[src/rtl/fx3_pkg.sv]
// Shared constants and state encoding for the FX3 slave-FIFO burst reader.
package fx3_pkg;

    localparam int DATA_W = 16;

    // FX3 GPIF strobes are active-low
    localparam logic SLWR_ACTIVE   = 1'b0;
    localparam logic SLWR_IDLE     = 1'b1;
    localparam logic PKTEND_ACTIVE = 1'b0;
    localparam logic PKTEND_IDLE   = 1'b1;

    typedef enum logic [2:0] {
        IDLE,
        BURST,
        DRAIN,
        PKTEND,
        GAP
    } state_t;

endpackage

[src/rtl/fx3_burst_reader.sv]
// Pops bursts from the camera read-side FIFO and writes them onto the FX3
// GPIF slave-FIFO bus; on request commits the remainder as a short packet
// or a zero-length packet.
module fx3_burst_reader
    import fx3_pkg::*;
#(
    parameter int DATA_W    = fx3_pkg::DATA_W,
    parameter int ADDR_W    = 10,
    parameter int BURST_LEN = 512,
    parameter int GAP_CYC   = 4
)(
    input  logic              clk,
    input  logic              rst,
    input  logic [ADDR_W-1:0] fifo_rdusedw,
    input  logic              fifo_rdempty,
    input  logic [DATA_W-1:0] fifo_q,
    output logic              fifo_rdreq,
    input  logic              fx3_flag,
    output logic              fx3_slwr_n,
    output logic              fx3_pktend_n,
    output logic [DATA_W-1:0] fx3_data,
    input  logic              flush_req,
    output logic              busy
);

    localparam int WAIT_W = $clog2(GAP_CYC + 1) + 1;
    localparam logic [ADDR_W-1:0] FULL_LEN   = ADDR_W'(BURST_LEN);
    localparam logic [ADDR_W-1:0] LAST_WORD  = ADDR_W'(1);
    localparam logic [WAIT_W-1:0] DRAIN_LAST = WAIT_W'(1);
    localparam logic [WAIT_W-1:0] GAP_LAST   = WAIT_W'(GAP_CYC - 1);

    state_t            state;
    state_t            state_next;
    logic [ADDR_W-1:0] word_cnt;
    logic [ADDR_W-1:0] load_len;
    logic              load_en;
    logic              load_short;
    logic              short_pkt;
    logic              flush_pend;
    logic [WAIT_W-1:0] st_cyc;
    logic              rd_d1;

    // State register plus a per-state cycle counter used by DRAIN and GAP
    always_ff @(posedge clk) begin
        if (rst) begin
            state  <= IDLE;
            st_cyc <= '0;
        end else begin
            state <= state_next;
            if (state_next != state) begin
                st_cyc <= '0;
            end else if (state == DRAIN || state == GAP) begin
                st_cyc <= st_cyc + WAIT_W'(1);
            end
        end
    end

    // Next-state decision; a full burst wins over a flush, and both wait for the watermark
    always_comb begin
        state_next = state;
        load_en    = 1'b0;
        load_len   = FULL_LEN;
        load_short = 1'b0;
        unique case (state)
            IDLE: begin
                if (fx3_flag) begin
                    if (fifo_rdusedw >= FULL_LEN) begin
                        state_next = BURST;
                        load_en    = 1'b1;
                    end else if (flush_pend && fifo_rdusedw != '0) begin
                        state_next = BURST;
                        load_en    = 1'b1;
                        load_len   = fifo_rdusedw;
                        load_short = 1'b1;
                    end else if (flush_pend) begin
                        state_next = PKTEND;
                    end
                end
            end
            BURST: begin
                if (fifo_rdreq && word_cnt == LAST_WORD) begin
                    state_next = DRAIN;
                end
            end
            DRAIN: begin
                if (st_cyc == DRAIN_LAST) begin
                    state_next = short_pkt ? PKTEND : GAP;
                end
            end
            PKTEND: begin
                state_next = GAP;
            end
            GAP: begin
                if (st_cyc == GAP_LAST) begin
                    state_next = IDLE;
                end
            end
            default: begin
                state_next = IDLE;
            end
        endcase
    end

    // Outputs decoded from state; pops stall rather than underflow an empty FIFO
    always_comb begin
        fifo_rdreq   = (state == BURST) && !fifo_rdempty;
        fx3_pktend_n = (state == PKTEND) ? PKTEND_ACTIVE : PKTEND_IDLE;
        busy         = (state != IDLE) || flush_pend;
    end

    // Burst word counter, short-packet marker and sticky flush request
    always_ff @(posedge clk) begin
        if (rst) begin
            word_cnt   <= '0;
            short_pkt  <= 1'b0;
            flush_pend <= 1'b0;
        end else begin
            if (load_en) begin
                word_cnt <= load_len;
            end else if (fifo_rdreq) begin
                word_cnt <= word_cnt - LAST_WORD;
            end

            if (load_en) begin
                short_pkt <= load_short;
            end else if (state == PKTEND) begin
                short_pkt <= 1'b0;
            end

            if (flush_req) begin
                flush_pend <= 1'b1;
            end else if (state == PKTEND) begin
                flush_pend <= 1'b0;
            end
        end
    end

    // Two-stage read pipeline: FIFO data arrives one cycle after rdreq, then drives the bus with slwr
    always_ff @(posedge clk) begin
        if (rst) begin
            rd_d1      <= 1'b0;
            fx3_slwr_n <= SLWR_IDLE;
            fx3_data   <= '0;
        end else begin
            rd_d1      <= fifo_rdreq;
            fx3_slwr_n <= rd_d1 ? SLWR_ACTIVE : SLWR_IDLE;
            if (rd_d1) begin
                fx3_data <= fifo_q;
            end
        end
    end

endmodule

[config.mk]
export PLATFORM = sky130hd
export DESIGN_NAME = fx3_burst_reader
export DESIGN_NICKNAME = d
export VERILOG_FILES = /design/src/rtl/fx3_pkg.sv /design/src/rtl/fx3_burst_reader.sv
export SDC_FILE = /design/constraint.sdc
export NUM_CORES = 1
export LEC_CHECK = 0
export ABC_AREA = 1
export CAP_MARGIN = 20
export CORE_ASPECT_RATIO = 0.75
export CORE_MARGIN = 3
export CORE_UTILIZATION = 52
export CTS_CLUSTER_DIAMETER = 100
export CTS_CLUSTER_SIZE = 24
export DETAILED_ROUTE_END_ITERATION = 8
export PLACE_DENSITY = 0.85
export SYNTH_ARGS = -nofsm -noshare
export SYNTH_HDL_FRONTEND = slang
export SYNTH_SLANG_ARGS = --single-unit
export TNS_END_PERCENT = 100
[constraint.sdc]
create_clock -name clk -period 2.25 [get_ports clk]
set_clock_uncertainty 0.2 [all_clocks]
set_input_delay 0.675 -clock clk [delete_from_list [all_inputs] [get_ports clk]]
set_output_delay 0.675 -clock clk [all_outputs]
set_load 0.01 [all_outputs]
==> results_dict.tcl, run 1 <==
set metrics [dict create \
    clock_latency_ns 0.30 \
    max_freq_mhz 454.5 \
    cp_top_family "simple AND/OR/NAND/NOR gates" \
    final_cells 408 \
    grt_overflow 0 \
    slowest_delay_ns 0.43 \
    wl_per_cell_um 11.82 \
    crit_chain "clkdlybuf4s50_1, nor2_1, nand3_2, o21bai_4, nand2_4, nand2_2, buf_4, nand2_1, nand2_1, nor2_1, nor2_1" \
    finalSetupViolCount 0 \
    irDropWorstVdd_mv 0.4163 \
    max_cap_viol_count 0 \
    async_flop_share 0 \
    slew-limit-headroom 0.6837 \
    tightest_slew_ns 0.4740 \
    fin_ws_ns 0.04977 \
    clkTransAtPathRegs_ns 0.07 \
    place_congestion 0.8726 \
    antenna_found_initial 0 \
    std_cell_rows 18 \
    hold_class "reg2reg" \
    drtAntennaViolNets 0 \
    grt_max_degree 28 \
    avgSynthCellArea_um2 6.805 \
    num-fill-cells 261 \
    cts_tree "done" \
    slowest_stage "clkdlybuf4s50_1" \
    fin_nets 392 \
    htreeDepth 2 \
    grt_pass1_wl_um 7983 \
    synth-edff-count 0 \
    port_buffers 50 \
    crit_fanout 12 \
    arrival_ns 2.24 \
    cts_made_buffers 5 \
    dp_hpwl_um 3459 \
    routed_wl_um 4823 \
    hold_buffers 0 \
    routed_via_density 4.863 \
    p_per_area_nw_per_um2 605.8 \
    cts.path.max_buffers 2 \
    grt_use_total 0.2224 \
    num_antenna_cells 0 \
    core_area_um2 3446 \
    io_pins 51 \
    grt_pass1_vias 1839 \
    netlist_instances 287 \
    rsz0062_at_grt "false" \
    yosysWarnings 0 \
    holdWs_ns 0.2975 \
    synth_area_um2 1953 \
    cts_num_sinks 37 \
    synth-seq-cells 37 \
    die_h_um 59.08 \
    drc 0 \
    p_leak_nw 1.231 \
    post-place-cells 399 \
    status "finished, final reports clean" \
    startpoint_type "primary input" \
    yosysSeqAreaShare 0.3792 \
    root_buffer "clkbuf_8" \
    synth_ff_type "dfxtp_1" \
    finalCritPeriodShare 0.9779 \
    synth_cell_types 31 \
    drive_gt1_frac 0.1453 \
    first_pass_iters 4 \
    worst_setup_path_end_kind "flip-flop" \
    fin_util 0.7883 \
    fin_crit_ns 2.200 \
    slew_viol_final 0 \
    die_area_um2 4535 \
    initial_core_util 0.5668 \
    cp.required_ns 2.29 \
    syn_to_final_growth_pct 39.08 \
    syn_nets 322 \
    place_ws_ns -0.4383 \
    vias 1984 \
    critPathKind "in2reg" \
    first_iter_violations 111 \
    crit_top_cell "nor2_1" \
    hold_violations 0 \
    die_width_um 76.77 \
    path_buf_inv 2 \
]
[cells by family after synthesis]
family,count (synthesis),synth area share
simple gates,170,0.3844
compound gates,28,0.08136
buf+inv,38,0.08392
mux,1,0.005125
xor+xnor,9,0.04036
fa+ha+maj,4,0.02563
flops,37,0.3792
[report_power, final]
part | internal, W | total [W] | switching [W] | leakage [nW]
Combinational | 0.000208 | 0.000450 | 0.000242 | 0.890
Clock | 0.000218 | 0.000473 | 0.000255 | 0.0374
Sequential | 0.000696 | 0.000722 | 0.0000265 | 0.303
Total | 0.00112 | 0.00165 | 0.000524 | 1.23
[final timing paths]
check                  start          end  slack, ns  cells after the start
min              fx3_data[3]  fx3_data[3]       0.30                      2
min reg2reg      fx3_data[3]  fx3_data[3]       0.30                      2
max reg2reg         state[0]    st_cyc[1]       0.47                     11
max          fifo_rdusedw[4]  word_cnt[8]       0.05                     11
[cells in the mapped netlist, types with 3 or more instances]
cell	number	area share
a21oi_1	6	0.015
clkbuf_1	3	0.0058
dfxtp_1	37	0.38
ha_1	4	0.026
inv_1	25	0.048
inv_2	4	0.0077
nand2_1	55	0.11
nand3_1	26	0.067
nand4_1	3	0.0096
nor2_1	70	0.13
nor2_2	5	0.016
nor2_4	3	0.017
o21ai_0	17	0.044
xor2_1	8	0.036
[tightest hold or removal path, delay by kind of cell (launching register included)]
kind | cells | cell delay [ns]
AND/OR/NAND/NOR | 1 | 0.07
AO/OA/AOI/OAI | 1 | 0.07
flip-flops | 1 | 0.32
[routing by layer]
layer,share of wire,global-route usage
met5,0,0
met3,0.11,0.09422
met1,0.46,0.2756
met2,0.41,0.3412
met4,0.016,0.09819
[flip-flops by register name (all words and copies together) (netlist names)]
signal      cells
word_cnt       10
st_cyc          4
short_pkt       1
fx3_slwr_n      1
flush_pend      1
fx3_data       16
rd_d1           1
state           3
[metrics by stage]
stage / total power (W) / instance area [um^2] / setup TNS (ns)
after floorplan: 0.001018 / 1953 / 0
after global placement: 0.001169 / 2614 / -2.150
after detailed placement: 0.001180 / 2614 / -2.518
after CTS: 0.001652 / 2706 / 0
after global routing: 0.001739 / 2716 / 0
final: 0.001646 / 2716 / 0
[area by class of cell]
class / count / area [um^2] / share of cell area
Multi-Input combinational cell: 212 / 1051 / 0.3869
Sequential cell: 37 / 744.5 / 0.2741
Timing Repair Buffer: 70 / 651.9 / 0.2400
Inverter: 31 / 118.9 / 0.04376
Clock buffer: 6 / 72.57 / 0.02672
Tap cell: 50 / 62.56 / 0.02303
Clock inverter: 2 / 15.01 / 0.005527
[placed cells by master (no fill, tap or decap), drive strengths merged]
master / synthesis / layout
nand3: 27 / 27
mux2i: 1 / 1
xnor2: 1 / 1
a22oi: 1 / 1
inv: 30 / 30
dlygate4sd2: 0 / 2
a21oi: 6 / 6
nand3b: 1 / 1
ha: 4 / 4
a31oi: 2 / 2
buf: 4 / 21
clkinvlp: 0 / 2
o21ai: 18 / 18
dfxtp: 37 / 37
xor2: 8 / 8
nor3: 2 / 2
nor2: 78 / 78
dlymetal6s2s: 0 / 1
clkbuf: 3 / 6
clkdlybuf4s50: 0 / 46
clkinv: 1 / 1
o21bai: 1 / 1
nand2: 59 / 59
nand4: 3 / 3
[repair_timing]
item,CTS,global route
pin swaps,1,1
setup endpoints to repair,3,1
setup buffers,0,1
resized for setup,11,1
No activity file was read; power rests on OpenSTA's default activity.
==> inputs of run 2 (changes only) <==
==> constraint.sdc (replaced) <==
create_clock -name clk -period 2.25 [get_ports clk]
set_clock_uncertainty 0.2 [all_clocks]
set_input_delay 0.675 -clock clk [delete_from_list [all_inputs] [get_ports clk]]
set_output_delay 0.675 -clock clk [all_outputs]
set_load 0.05 [all_outputs]
==> run 2 against run 1 <==
Against the previous run:
- flip-flop and latch count is the same
- power grew 3.9%
- sequential power about the same
- maximum frequency is 1.2% higher
- largest power group unchanged
- highest routed layer unchanged
==> results_dict.tcl, run 2 (synthesis gave the netlist of run 1 again) <==
set metrics [dict create \
    status "finished, final reports clean" \
    drive_gt1_frac 0.1836 \
    crit_chain "inv_1, nand2_1, inv_2, nand2_1, buf_12" \
    finalCritPeriodShare 0.9667 \
    post-cts-setup-buffers 0 \
    fin_area_um2 2689 \
    dp_hpwl_um 3752 \
    cp.required_ns 1.37 \
    largest_registers "fx3_data x16, word_cnt x10, st_cyc x4" \
    finalSetupViolCount 0 \
    path_buf_inv 3 \
    port_buffers 50 \
    startpoint_type "flip-flop" \
    arrival_ns 1.30 \
    wl_per_cell_um 12.21 \
    std_cell_rows 18 \
    die_area_um2 4535 \
    final_cells 404 \
    irDropWorstVdd_mv 0.4345 \
    drtAntennaViolNets 0 \
    p_leak_nw 1.261 \
    largest_register_ff_count 16 \
    io_pins 51 \
    largest_register "fx3_data" \
    worst_setup_path_end_kind "output port" \
    die_h_um 59.08 \
    startpoint "state[2]" \
    initial_core_util 0.5668 \
    place_congestion 0.9177 \
    crit_fanout 4 \
    cts_tree "done" \
    syn_to_final_growth_pct 37.67 \
    cts.path.max_buffers 2 \
    max_cap_viol_count 0 \
    hold_depth 2 \
    vias 1973 \
    core_area_um2 3446 \
    slowest_delay_ns 0.43 \
    routed_via_density 4.884 \
    die_width_um 76.77 \
    clock_latency_ns 0.29 \
    layout_common_cells "nor2_1 (70), nand2_1 (55), dfxtp_1 (36), buf_4 (32), clkdlybuf4s50_1 (29)" \
    slew-limit-headroom 0.6905 \
    grt_overflow 0 \
    grt_pass1_vias 1883 \
    cp_top_family "flip-flops" \
    first_iter_violations 161 \
    hold_buffers 0 \
    grt_pass1_wl_um 8314 \
    cts_made_buffers 5 \
    first_pass_iters 4 \
    fin_crit_ns 2.175 \
    htreeDepth 2 \
    p_per_area_nw_per_um2 636.2 \
    holdWs_ns 0.2991 \
    routed_wl_um 4932 \
    num-fill-cells 284 \
    clkTransAtPathRegs_ns 0.08 \
    grt_use_total 0.2311 \
    timing.rr.start "word_cnt[0]" \
    layout.cells.most_common "nor2_1" \
    slew_viol_final 0 \
    cts_num_sinks 37 \
    antenna_found_initial 0 \
    crit_top_cell "nand2_1" \
    place_area_um2 2591 \
    num_antenna_cells 0 \
    root_buffer "clkbuf_8" \
    drc 0 \
    hold_class "reg2reg" \
    fin_nets 388 \
    grt_max_degree 19 \
    tightest_slew_ns 0.4637 \
    post-place-cells 396 \
    critPathKind "reg2out" \
    hold_violations 0 \
    crit_cells 5 \
    reg2reg_depth 9 \
    slowest_stage "dfxtp_1" \
    rrSetupSlack_ns 0.42 \
    max_freq_mhz 459.8 \
    min_from "fx3_data[1]" \
]
run 2: final timing paths:
check,to
worst max-delay path,busy
worst min-delay path,fx3_data[1]
worst max register to register,word_cnt[6]
worst min register to register,fx3_data[1]
run 2: timing repair:
item / CTS / global route
hold endpoints to repair: 0 / 0
gates resized for setup: 1 / 2
endpoints found under the setup margin: 1 / 1
pin swaps: 1 / 0
run 2: layout make-up:
class	count	area, um^2	share of cell area
Sequential cell	37	742.0	0.2759
Multi-Input combinational cell	212	1055	0.3923
Inverter	31	118.9	0.04421
Clock buffer	5	68.82	0.02559
Tap cell	50	62.56	0.02327
Timing Repair Buffer	66	619.3	0.2303
Clock inverter	3	22.52	0.008376
run 2: metal layers:
layer / global-route usage / part of all wire / vias up
met3: 0.09119 / 0.091 / 4
met5: 0 / 0 / -
li1: - / - / 1033
met1: 0.2849 / 0.47 / 862
met4: 0.06202 / 0.0061 / 0
met2: 0.3809 / 0.44 / 74
run 2: report_power, final:
part / total, W / switching [W] / leakage [nW] / internal, W
clock: 0.000478 / 0.000258 / 0.0481 / 0.000220
combinational: 0.000509 / 0.000295 / 0.911 / 0.000214
sequential: 0.000724 / 0.0000286 / 0.302 / 0.000696
total: 0.00171 / 0.000581 / 1.26 / 0.00113
run 2: tightest hold or removal path, delay by kind of cell (launching register included):
family           cells  cell delay, ns
AO/OA/AOI/OAI        1            0.07
flip-flops           1            0.33
AND/OR/NAND/NOR      1            0.07
run 2: stage by stage:
stage                     setup TNS [ns]  power [W]  setup WS [ns]  utilization
after detailed placement          -2.034   0.001238        -0.1797       0.7520
after floorplan                        0   0.001064         0.3935            -
final                                  0   0.001711        0.07496       0.7803
after CTS                              0   0.001715       0.006809       0.7781
after global placement            -1.708   0.001228        -0.1475       0.7520
after global routing           -0.003419   0.001806      -0.003419       0.7803
